--- config.mk ---
export PLATFORM = sky130hd
export DESIGN_NAME = lstm_seq_ctrl
export DESIGN_NICKNAME = d
export VERILOG_FILES = /design/src/rtl/lstm_seq_ctrl.sv
export SDC_FILE = /design/constraint.sdc
export NUM_CORES = 1
export LEC_CHECK = 0
export ABC_AREA = 1
export ABC_CLOCK_PERIOD_IN_PS = 3800
export CAP_MARGIN = 5
export CORE_MARGIN = 5
export CORE_UTILIZATION = 25
export DETAILED_ROUTE_END_ITERATION = 12
export PLACE_DENSITY = 0.53
export SETUP_SLACK_MARGIN = 0.15
export SLEW_MARGIN = 20
export SYNTH_ARGS = -nofsm -noshare
export SYNTH_HDL_FRONTEND = slang
export SYNTH_SLANG_ARGS = --single-unit
export TNS_END_PERCENT = 1
--- constraint.sdc ---
create_clock -name clk -period 3.8 [get_ports clk]
set_input_delay 1.14 -clock clk [delete_from_list [all_inputs] [get_ports clk]]
set_output_delay 1.14 -clock clk [all_outputs]
set_load 0.01 [all_outputs]
--- src/rtl/lstm_seq_ctrl.sv ---
`default_nettype none
// ============================================================================
//  Module   : lstm_seq_ctrl
//  Purpose  : Timestep sequencer for the LSTM array. Generates the
//             load / load_h / sel pattern for NUM_ITERATIONS timesteps per
//             sequence, runs back-to-back sequences, and provides a
//             start/busy/done handshake with stall (hold) and abort inputs.
//  Revision : 1.0  initial release
// ============================================================================
module lstm_seq_ctrl #(
    parameter int NUM_ITERATIONS = 8,
    parameter int FIRST_WAIT     = 44,
    parameter int CALC_CYCLES    = 43,
    parameter int CNT_WIDTH      = 16,
    parameter int STEP_WIDTH     = 3,
    parameter int SEQ_WIDTH      = 8
) (
    input  logic                  clk,
    input  logic                  rst,
    input  logic                  i_start,
    input  logic [SEQ_WIDTH-1:0]  i_num_seq,
    input  logic                  i_hold,
    input  logic                  i_abort,
    output logic                  o_load,
    output logic                  o_load_h,
    output logic                  o_sel,
    output logic                  o_busy,
    output logic                  o_done,
    output logic [STEP_WIDTH-1:0] o_step,
    output logic [SEQ_WIDTH-1:0]  o_seq,
    output logic                  o_last_step
);

    // ------------------------------------------------------------------------
    // State encoding
    // ------------------------------------------------------------------------
    typedef enum logic [2:0] {
        S_IDLE  = 3'd0,
        S_PRE   = 3'd1,
        S_LOAD  = 3'd2,
        S_LOADH = 3'd3,
        S_CALC  = 3'd4,
        S_TAIL  = 3'd5,
        S_DONE  = 3'd6
    } state_t;

    // Terminal counts: a wait of N cycles runs the counter 0..N-1.
    localparam logic [CNT_WIDTH-1:0]  C_PRE_LAST  = CNT_WIDTH'(FIRST_WAIT - 1);
    localparam logic [CNT_WIDTH-1:0]  C_CALC_LAST =
        CNT_WIDTH'((CALC_CYCLES > 0) ? (CALC_CYCLES - 1) : 0);
    localparam logic [STEP_WIDTH-1:0] C_STEP_LAST = STEP_WIDTH'(NUM_ITERATIONS - 1);
    // With no compute gap, LOADH chains straight into the next LOAD / tail exit.
    localparam logic                  C_NO_CALC   = (CALC_CYCLES == 0);
    localparam logic [CNT_WIDTH-1:0]  C_CNT_ONE   = CNT_WIDTH'(1);
    localparam logic [STEP_WIDTH-1:0] C_STEP_ONE  = STEP_WIDTH'(1);
    localparam logic [SEQ_WIDTH:0]    C_SEQ_ONE   = (SEQ_WIDTH + 1)'(1);

    // ------------------------------------------------------------------------
    // Registers and next-state wires
    // ------------------------------------------------------------------------
    state_t                r_state;
    logic [CNT_WIDTH-1:0]  r_cnt;
    logic [STEP_WIDTH-1:0] r_step;
    logic [SEQ_WIDTH-1:0]  r_seq;
    logic [SEQ_WIDTH-1:0]  r_num_seq;
    logic                  r_sel;

    state_t                w_state_nxt;
    logic [CNT_WIDTH-1:0]  w_cnt_nxt;
    logic [STEP_WIDTH-1:0] w_step_nxt;
    logic [SEQ_WIDTH-1:0]  w_seq_nxt;
    logic [SEQ_WIDTH-1:0]  w_num_seq_nxt;
    logic                  w_sel_nxt;

    logic                  w_more_seq;
    logic                  w_step_is_last;
    logic [SEQ_WIDTH-1:0]  w_num_seq_eff;

    // Compare in one extra bit so r_seq+1 cannot wrap when num_seq is all ones.
    assign w_more_seq     = (({1'b0, r_seq} + C_SEQ_ONE) < {1'b0, r_num_seq});
    assign w_step_is_last = (r_step == C_STEP_LAST);
    // A requested count of zero runs a single sequence.
    assign w_num_seq_eff  = (i_num_seq == '0) ? SEQ_WIDTH'(1) : i_num_seq;

    // State register plus step/sequence/wait counters and the sel flag.
    always_ff @(posedge clk or posedge rst) begin
        if (rst) begin
            r_state   <= S_IDLE;
            r_cnt     <= '0;
            r_step    <= '0;
            r_seq     <= '0;
            r_num_seq <= '0;
            r_sel     <= 1'b0;
        end else begin
            r_state   <= w_state_nxt;
            r_cnt     <= w_cnt_nxt;
            r_step    <= w_step_nxt;
            r_seq     <= w_seq_nxt;
            r_num_seq <= w_num_seq_nxt;
            r_sel     <= w_sel_nxt;
        end
    end

    // Next-state logic: waits, pulse states, step/sequence advance, abort.
    always_comb begin
        w_state_nxt   = r_state;
        w_cnt_nxt     = r_cnt;
        w_step_nxt    = r_step;
        w_seq_nxt     = r_seq;
        w_num_seq_nxt = r_num_seq;
        w_sel_nxt     = r_sel;

        case (r_state)
            S_IDLE: begin
                if (i_start && !i_abort) begin
                    w_state_nxt   = S_PRE;
                    w_cnt_nxt     = '0;
                    w_step_nxt    = '0;
                    w_seq_nxt     = '0;
                    w_sel_nxt     = 1'b0;
                    w_num_seq_nxt = w_num_seq_eff;
                end
            end

            S_PRE: begin
                // A held cycle neither counts nor exits.
                if (!i_hold) begin
                    if (r_cnt == C_PRE_LAST) begin
                        w_state_nxt = S_LOAD;
                        w_cnt_nxt   = '0;
                    end else begin
                        w_cnt_nxt   = r_cnt + C_CNT_ONE;
                    end
                end
            end

            S_LOAD: begin
                w_state_nxt = S_LOADH;
                // From step 1 on, the array takes the fed-back h.
                if (r_step != '0) begin
                    w_sel_nxt = 1'b1;
                end
            end

            S_LOADH: begin
                w_cnt_nxt = '0;
                if (!w_step_is_last) begin
                    if (C_NO_CALC) begin
                        w_state_nxt = S_LOAD;
                        w_step_nxt  = r_step + C_STEP_ONE;
                    end else begin
                        w_state_nxt = S_CALC;
                    end
                end else if (!C_NO_CALC) begin
                    w_state_nxt = S_TAIL;
                end else if (w_more_seq) begin
                    w_state_nxt = S_PRE;
                    w_seq_nxt   = r_seq + SEQ_WIDTH'(1);
                    w_step_nxt  = '0;
                    w_sel_nxt   = 1'b0;
                end else begin
                    w_state_nxt = S_DONE;
                end
            end

            S_CALC: begin
                if (!i_hold) begin
                    if (r_cnt == C_CALC_LAST) begin
                        w_state_nxt = S_LOAD;
                        w_cnt_nxt   = '0;
                        w_step_nxt  = r_step + C_STEP_ONE;
                    end else begin
                        w_cnt_nxt   = r_cnt + C_CNT_ONE;
                    end
                end
            end

            S_TAIL: begin
                if (!i_hold) begin
                    if (r_cnt == C_CALC_LAST) begin
                        w_cnt_nxt = '0;
                        if (w_more_seq) begin
                            w_state_nxt = S_PRE;
                            w_seq_nxt   = r_seq + SEQ_WIDTH'(1);
                            w_step_nxt  = '0;
                            w_sel_nxt   = 1'b0;
                        end else begin
                            w_state_nxt = S_DONE;
                        end
                    end else begin
                        w_cnt_nxt = r_cnt + C_CNT_ONE;
                    end
                end
            end

            S_DONE: begin
                w_state_nxt = S_IDLE;
                w_cnt_nxt   = '0;
                w_step_nxt  = '0;
                w_seq_nxt   = '0;
                w_sel_nxt   = 1'b0;
            end

            default: begin
                w_state_nxt = S_IDLE;
                w_cnt_nxt   = '0;
                w_step_nxt  = '0;
                w_seq_nxt   = '0;
                w_sel_nxt   = 1'b0;
            end
        endcase

        // Abort overrides everything outside IDLE and suppresses o_done.
        if ((r_state != S_IDLE) && i_abort) begin
            w_state_nxt = S_IDLE;
            w_cnt_nxt   = '0;
            w_step_nxt  = '0;
            w_seq_nxt   = '0;
            w_sel_nxt   = 1'b0;
        end
    end

    // Outputs decode straight from registers, so an async reset clears them at once.
    assign o_load      = (r_state == S_LOAD);
    assign o_load_h    = (r_state == S_LOADH);
    assign o_done      = (r_state == S_DONE);
    assign o_busy      = (r_state != S_IDLE);
    assign o_sel       = r_sel;
    assign o_step      = r_step;
    assign o_seq       = r_seq;
    assign o_last_step = o_busy && w_step_is_last;

endmodule
`default_nettype wire

==> flow_summary.rst, run 1 <==
.. list-table::
   :header-rows: 1

   * - Metric
     - Value
   * - Sequential area share after synthesis
     - 36.2%
   * - Relative max-transition margin
     - 64.0%
   * - Total of cells resized after clock tree synthesis
     - 0
   * - Largest delay share family, worst path
     - simple AND/OR/NAND/NOR gates
   * - Critical path's slowest cell
     - sky130_fd_sc_hd__dfrtp_1
   * - Number of core rows
     - 38
   * - Buffering stage count on the worst path with inverters included
     - 1
   * - Antenna violations before repair
     - 0
   * - Wire length of the first global-routing pass
     - 11.2 mm
   * - Fin crit share
     - 79.7%
   * - Placer Congestion
     - 0.777
   * - Top cell type by total area after synthesis
     - sky130_fd_sc_hd__dfrtp_1
   * - Total die area
     - 13,000 um2
   * - Total overflow reported by the global router
     - 0
   * - Dominant cells by area after synthesis
     - sky130_fd_sc_hd__dfrtp_1 36%, sky130_fd_sc_hd__nand2_1 15%, sky130_fd_sc_hd__inv_1 8.1%, sky130_fd_sc_hd__ha_1 6.0%, sky130_fd_sc_hd__nor2_1 5.6%
   * - Post-CTS setup buffer count
     - 0
   * - Number of synthesized register bits
     - 39
   * - Die boundary width
     - 114 um
   * - Cell type with the highest occurrence count on the critical path
     - sky130_fd_sc_hd__nand2_1
   * - Global router's overall resource usage
     - 10.3%
   * - Peak supply drop
     - 0.000228 V
   * - Fin Hold WS
     - 501 ps
   * - Number of global-route vias before repair
     - 2,427
   * - Remaining routing DRC violations
     - 0
   * - Number of hold buffers added after CTS
     - 0
   * - First-pass iteration count of the detailed router
     - 4
   * - Number of warnings printed during yosys synthesis
     - 0
   * - Worst Setup Start Kind
     - register
   * - Iter 0 DRT Violations
     - 128
   * - Post-synth ARST share
     - 100%
   * - Largest net degree at the start of global routing
     - 40
   * - Setup violations, final
     - 0
   * - Count of boundary I/O pins
     - 30
   * - Multi-input combinational cell area
     - 1440 um2
   * - Run status
     - finished clean
   * - CTS H-tree lvls
     - 2
   * - Floorplan core area
     - 10,700 um2
   * - Crit path capture type
     - register
   * - Post-Synthesis Mean Instance Area
     - 7.06 um2
   * - Power, Total
     - 1.61 mW
   * - Req. time, crit path
     - 3990 ps
   * - Leak
     - 1.58 nW
   * - Hold Crit Class
     - reg2reg
   * - FILL cells
     - 1,169
   * - Sequence of cells on the critical path
     - ha_1 > nand3_1 > nor2_1 > nand3_1 > nand2_1 > inv_1 > ha_1 > nand2_1 > nand2_1 > nand2_1 > nand2_1 > nor2_1 > nand2_1 > nand2_1 > nand3_1 > nand2_1 > nand2_1
   * - Number of buffers added by the clock tree synthesis step
     - 5
   * - RSZ-0062 raised after global routing
     - false
   * - Unique cell type count in the Yosys netlist
     - 27
   * - Root buffer cell
     - sky130_fd_sc_hd__clkbuf_8
   * - Power per cell area
     - 496 nW/um2
   * - Starting Density
     - 25.2%
   * - Slew of the pin with the lowest slew margin
     - 539 ps
   * - Fin crit period
     - 3030 ps
   * - Max FO, Critical Path
     - 12
   * - WL/cell
     - 11.4 um
   * - Commonest cells in the netlist
     - 108 x sky130_fd_sc_hd__nand2_1, 58 x sky130_fd_sc_hd__inv_1, 40 x sky130_fd_sc_hd__nor2_1
   * - Via density
     - 4.41
   * - Combined area of all synthesized cells
     - 2700 um2
   * - Half-perimeter wire length after placement
     - 4.88 mm
   * - Yosys top cell area share
     - 36.2%
   * - Library cell with the highest instance count after synthesis
     - sky130_fd_sc_hd__nand2_1
   * - Clock skew
     - 9.66 ps
   * - Y dimension of the die
     - 114 um
   * - F_max
     - 330 MHz
   * - Final number of hold-violating endpoints
     - 0
   * - Number of clock sinks
     - 39
   * - Signed area change from the synthesized netlist to the final layout
     - 20.5%
   * - Share of cells above drive strength 1
     - 9.18%
   * - Largest stage delay, worst path
     - 480 ps
   * - Maximum clock insertion buffer count
     - 2
   * - Net count after synthesis
     - 408
   * - Count of antenna diodes in the layout
     - 0
   * - Number of enable flip-flop cells after synthesis
     - 0
   * - Worst setup path category
     - reg2reg
   * - Later-pin clock latency in the skew report
     - 290 ps
   * - Total area of sequential cells
     - 976 um2
   * - Data arrival, critical path
     - 3210 ps
   * - Number of nets at the end of the flow
     - 439
   * - Number of standard cells after synthesis
     - 382
   * - IO Port Bufs
     - 29
   * - Primary flip-flop cell chosen by synthesis mapping
     - sky130_fd_sc_hd__dfrtp_1
   * - Clock tree from TritonCTS
     - built
   * - Clock input transition at the sequential cells of the worst setup and hold paths
     - 80 ps
   * - Summed negative setup slack over all endpoints
     - 0 ps
   * - Maximum capacitance violations
     - 0
   * - Routed wire length
     - 6.34 mm
   * - Max-slew violation count
     - 0
   * - Vias
     - 2,445
   * - Number of nets with antenna violations after routing
     - 0
[worst min-delay path: stages, from the launching register on]
cell	delay (ps)
sky130_fd_sc_hd__dfrtp_1	350
sky130_fd_sc_hd__nand2_1	50
sky130_fd_sc_hd__o21ai_0	60
[cells by family after synthesis]
family / share of synthesized area (%)
and+or+nand+nor: 34.7
buffers and inverters: 10.3
AOI/OAI and AO/OA: 9.23
DFF: 36.2
adders and majority gates: 6.03
xor gates and xnor gates: 3.57
[layout make-up]
class | instances | share of cell area (%)
multi-input combinational | 274 | 44.4
inverter | 62 | 7.16
sequential | 39 | 30.0
tap | 140 | 5.39
clock buffer | 6 | 2.54
timing repair buffer | 31 | 9.40
clock inverter | 2 | 1.08
[per-layer routing]
layer | global-route usage, % | share of wire [%] | up-vias
met2 | 18.4 | 50 | 37
met3 | 2.28 | 5.1 | 0
met5 | 0 | 0 | -
met4 | 1.19 | 0 | 0
met1 | 13.2 | 45 | 1145
li1 | - | - | 1263
[layout by cell type (no fill, tap or decap), types with 2 or more instances in the layout]
cell / count
sky130_fd_sc_hd__a21oi_1: 9
sky130_fd_sc_hd__buf_4: 2
sky130_fd_sc_hd__clkbuf_8: 6
sky130_fd_sc_hd__clkdlybuf4s50_1: 29
sky130_fd_sc_hd__dfrtp_1: 39
sky130_fd_sc_hd__ha_1: 13
sky130_fd_sc_hd__inv_1: 58
sky130_fd_sc_hd__inv_2: 4
sky130_fd_sc_hd__nand2_1: 108
sky130_fd_sc_hd__nand2_2: 4
sky130_fd_sc_hd__nand2_4: 4
sky130_fd_sc_hd__nand3_1: 22
sky130_fd_sc_hd__nand4_1: 14
sky130_fd_sc_hd__nor2_1: 40
sky130_fd_sc_hd__nor2_2: 2
sky130_fd_sc_hd__nor2_4: 2
sky130_fd_sc_hd__nor3_1: 8
sky130_fd_sc_hd__nor4_1: 2
sky130_fd_sc_hd__o21ai_0: 20
sky130_fd_sc_hd__o21ai_2: 11
sky130_fd_sc_hd__xnor2_1: 3
sky130_fd_sc_hd__xor2_1: 8
[registers in the layout, summed over array words and instances, names as in the netlist]
signal     cells
o_sel          1
o_seq          8
o_step         3
r_cnt         16
r_num_seq      8
r_state        3
[where the power goes]
part / internal (mW) / switching, mW
clock: 0.213 / 0.152
sequential: 0.482 / 0.0605
combinational: 0.234 / 0.472
total: 0.929 / 0.684
[path summary, 6_finish.rpt]
| kind | start | endpoint | slack, ps | cells past startpoint |
|---|---|---|---|---|
| setup / recovery | o_seq[0]$_DFFE_PP0P_ | o_seq[0]$_DFFE_PP0P_ | 770 | 17 |
| hold / removal | r_num_seq[1]$_DFFE_PP0P_ | r_num_seq[1]$_DFFE_PP0P_ | 500 | 2 |
| setup reg to reg | o_seq[0]$_DFFE_PP0P_ | o_seq[0]$_DFFE_PP0P_ | 770 | 17 |
| hold reg to reg | r_num_seq[1]$_DFFE_PP0P_ | r_num_seq[1]$_DFFE_PP0P_ | 500 | 2 |
| max in group asynchronous | rst | r_cnt[4]$_DFFE_PP0P_ | 2160 | 3 |
| min in group asynchronous | rst | r_num_seq[2]$_DFFE_PP0P_ | 1280 | 3 |
[through the flow]
stage | utilization [%] | std cells | instance area, um2 | worst slack, ps
2_1_floorplan | - | 382 | 2700 | 1480
3_3_place_gp | 29.3 | 546 | 3130 | 771
3_5_place_dp | 29.3 | 546 | 3130 | 761
4_1_cts | 30.4 | 554 | 3250 | 773
5_1_grt | 30.4 | 554 | 3250 | 387
6_report | 30.4 | 554 | 3250 | 771
No activity file was read; power rests on OpenSTA's default activity.
==> run 2: changes to the inputs <==
--- a/config.mk
+++ b/config.mk
@@ -6,12 +6,12 @@
 export NUM_CORES = 1
 export LEC_CHECK = 0
 export ABC_AREA = 1
-export ABC_CLOCK_PERIOD_IN_PS = 3800
+export ABC_CLOCK_PERIOD_IN_PS = 2700
 export CAP_MARGIN = 5
 export CORE_MARGIN = 5
 export CORE_UTILIZATION = 25
 export DETAILED_ROUTE_END_ITERATION = 12
-export PLACE_DENSITY = 0.53
+export PLACE_DENSITY = 0.54
 export SETUP_SLACK_MARGIN = 0.15
 export SLEW_MARGIN = 20
 export SYNTH_ARGS = -nofsm -noshare
==> constraint.sdc (replaced) <==
create_clock -name clk -period 2.7 [get_ports clk]
set_input_delay 0.81 -clock clk [delete_from_list [all_inputs] [get_ports clk]]
set_output_delay 0.81 -clock clk [all_outputs]
set_load 0.01 [all_outputs]
==> flow_summary.rst, run 2 (synthesized netlist as in run 1, its figures left out) <==
.. list-table::
   :header-rows: 1

   * - Metric
     - Value
   * - Run status
     - finished clean
   * - Root buffer cell
     - sky130_fd_sc_hd__clkbuf_8
   * - Commonest non-fill, non-tap cell in the layout
     - sky130_fd_sc_hd__nand2_1
   * - Max-slew violation count
     - 0
   * - Critical path's slowest cell
     - sky130_fd_sc_hd__clkdlybuf4s50_1
   * - Sequence of cells on the critical path
     - inv_1 > nor3_1 > clkdlybuf4s50_1
   * - Req. time, crit path
     - 1890 ps
   * - Number of nets at the end of the flow
     - 446
   * - Largest stage delay, worst path
     - 600 ps
   * - F_max
     - 395 MHz
   * - Later-pin clock latency in the skew report
     - 290 ps
   * - CTS H-tree lvls
     - 2
   * - Total overflow reported by the global router
     - 0
   * - Most frequent cells in the layout
     - 106 x sky130_fd_sc_hd__nand2_1, 58 x sky130_fd_sc_hd__inv_1, 39 x sky130_fd_sc_hd__nor2_1
   * - Iter 0 DRT Violations
     - 110
   * - Fin cells
     - 561
   * - Number of placed cells counting well taps
     - 552
   * - Half-perimeter wire length after placement
     - 4.82 mm
   * - Worst R2R Path Depth
     - 17
   * - Number of clock sinks
     - 39
   * - Global router's overall resource usage
     - 10.1%
   * - Leak
     - 1.65 nW
   * - Count of antenna diodes in the layout
     - 0
   * - Largest net degree at the start of global routing
     - 40
   * - Power, Total
     - 2.34 mW
   * - Area after DPL
     - 3180 um2
   * - Worst setup path category
     - reg2out
   * - Register bank with the most flops
     - r_cnt
   * - Design area
     - 3340 um2
   * - Placer Congestion
     - 0.774
   * - Final number of hold-violating endpoints
     - 0
   * - Logic depth of the worst path, buffers included
     - 3
   * - Worst Setup Start Kind
     - register
   * - Count of boundary I/O pins
     - 30
   * - Setup violations, final
     - 0
   * - Buffering stage count on the worst path with inverters included
     - 2
   * - Share of cells above drive strength 1
     - 12.4%
   * - Starting Density
     - 25.2%
   * - Crit path capture type
     - output port
   * - Number of buffers added by the clock tree synthesis step
     - 5
   * - Total die area
     - 13,000 um2
   * - Die boundary width
     - 114 um
   * - Fin crit share
     - 93.9%
   * - Remaining routing DRC violations
     - 0
   * - Signed area change from the synthesized netlist to the final layout
     - 23.8%
   * - Data arrival, critical path
     - 1720 ps
   * - Clock input transition at the sequential cells of the worst setup and hold paths
     - 80 ps
   * - Peak supply drop
     - 0.000346 V
   * - Relative max-transition margin
     - 64.7%
   * - Wire length of the first global-routing pass
     - 10.8 mm
   * - Hold Crit Class
     - reg2reg
   * - Final setup margin
     - 165 ps
   * - Number of core rows
     - 38
   * - Number of global-route vias before repair
     - 2,271
   * - Clock skew
     - 3.81 ps
   * - FILL cells
     - 1,171
   * - Antenna violations before repair
     - 0
   * - Slew of the pin with the lowest slew margin
     - 529 ps
   * - Post-layout util
     - 31.2%
   * - Summed negative setup slack over all endpoints
     - 0 ps
   * - Vias
     - 2,390
   * - Clock tree from TritonCTS
     - built
   * - Via density
     - 4.26
   * - Fin Hold WS
     - 479 ps
   * - Maximum capacitance violations
     - 0
   * - Number of nets with antenna violations after routing
     - 0
   * - RSZ-0062 raised after global routing
     - true
   * - Routed wire length
     - 6.28 mm
   * - Floorplan core area
     - 10,700 um2
   * - Number of flip-flops under the largest register name
     - 16
   * - Maximum clock insertion buffer count
     - 2
   * - Fin crit period
     - 2530 ps
   * - IO Port Bufs
     - 29
   * - Number of hold buffers added after CTS
     - 0
   * - Hold-critical path depth
     - 2
   * - Power per cell area
     - 703 nW/um2
   * - Y dimension of the die
     - 114 um
   * - WL/cell
     - 11.2 um
   * - Max FO, Critical Path
     - 7
   * - Largest delay share family, worst path
     - buffers and inverters
   * - Pre-CTS setup slack
     - 85.1 ps
   * - First-pass iteration count of the detailed router
     - 5
==> run 2: cell count changes in the layout (fill, tap and decap cells not counted), sizes merged <==
cell	previous run	this run
buf	2	9
clkdlybuf4s50	29	28
dlymetal6s2s	0	1
==> run 2: repair_timing <==
item / in CTS / in global routing
gates resized for setup: 2 / 8
setup endpoints to repair: 4 / 15
setup buffers: 1 / 0
pin swaps: 0 / 1
==> run 2: tightest hold or removal path, cell delays in order (launching register included) <==
cell                      delay [ps]
sky130_fd_sc_hd__dfrtp_1         350
sky130_fd_sc_hd__nand2_1          50
sky130_fd_sc_hd__nand2_1          40
==> run 2: report_power, final <==
| part | internal, mW | switching [mW] | total, mW |
|---|---|---|---|
| registers | 0.681 | 0.0835 | 0.764 |
| clock network | 0.299 | 0.220 | 0.519 |
| logic | 0.371 | 0.690 | 1.06 |
==> run 2: final timing paths <==
kind                                             start                  endpoint  slack, ps
min in group asynchronous                          rst  r_num_seq[2]$_DFFE_PP0P_        950
max in group asynchronous                          rst    r_state[2]$_DFFE_PP0P_       1360
worst min register to register       o_sel$_DFFE_PP0P_         o_sel$_DFFE_PP0P_        480
worst max-delay path            r_state[0]$_DFFE_PP0P_                  o_load_h        170
worst min-delay path                 o_sel$_DFFE_PP0P_         o_sel$_DFFE_PP0P_        480
worst max register to register    o_seq[0]$_DFFE_PP0P_      o_seq[2]$_DFFE_PP0P_        360
==> run 2: metal layers <==
metal | routed length [um] | GRT usage, % | vias up
met5 | 0 | 0 | -
met4 | 72 | 2.38 | 0
met3 | 275 | 2.28 | 8
met2 | 3000 | 16.9 | 31
met1 | 2940 | 13.4 | 1076
li1 | - | - | 1275
==> run 2: layout make-up <==
cell class / instances / area [um2] / share of cell area (%)
inverters: 62 / 233 / 6.97
repair buffers: 38 / 360 / 10.8
clock inverters: 2 / 35.0 / 1.05
clock buffers: 6 / 82.6 / 2.47
multi-input cells: 274 / 1470 / 44.1
flip-flops and latches: 39 / 978 / 29.3
well taps: 140 / 175 / 5.25
==> run 3: changes to the inputs <==
--- a/config.mk
+++ b/config.mk
@@ -6,7 +6,6 @@
 export NUM_CORES = 1
 export LEC_CHECK = 0
 export ABC_AREA = 1
-export ABC_CLOCK_PERIOD_IN_PS = 2700
 export CAP_MARGIN = 5
 export CORE_MARGIN = 5
 export CORE_UTILIZATION = 25
==> results of run 3 <==
Same layout as run 2: the final DEF is identical, and so are final timing and power.
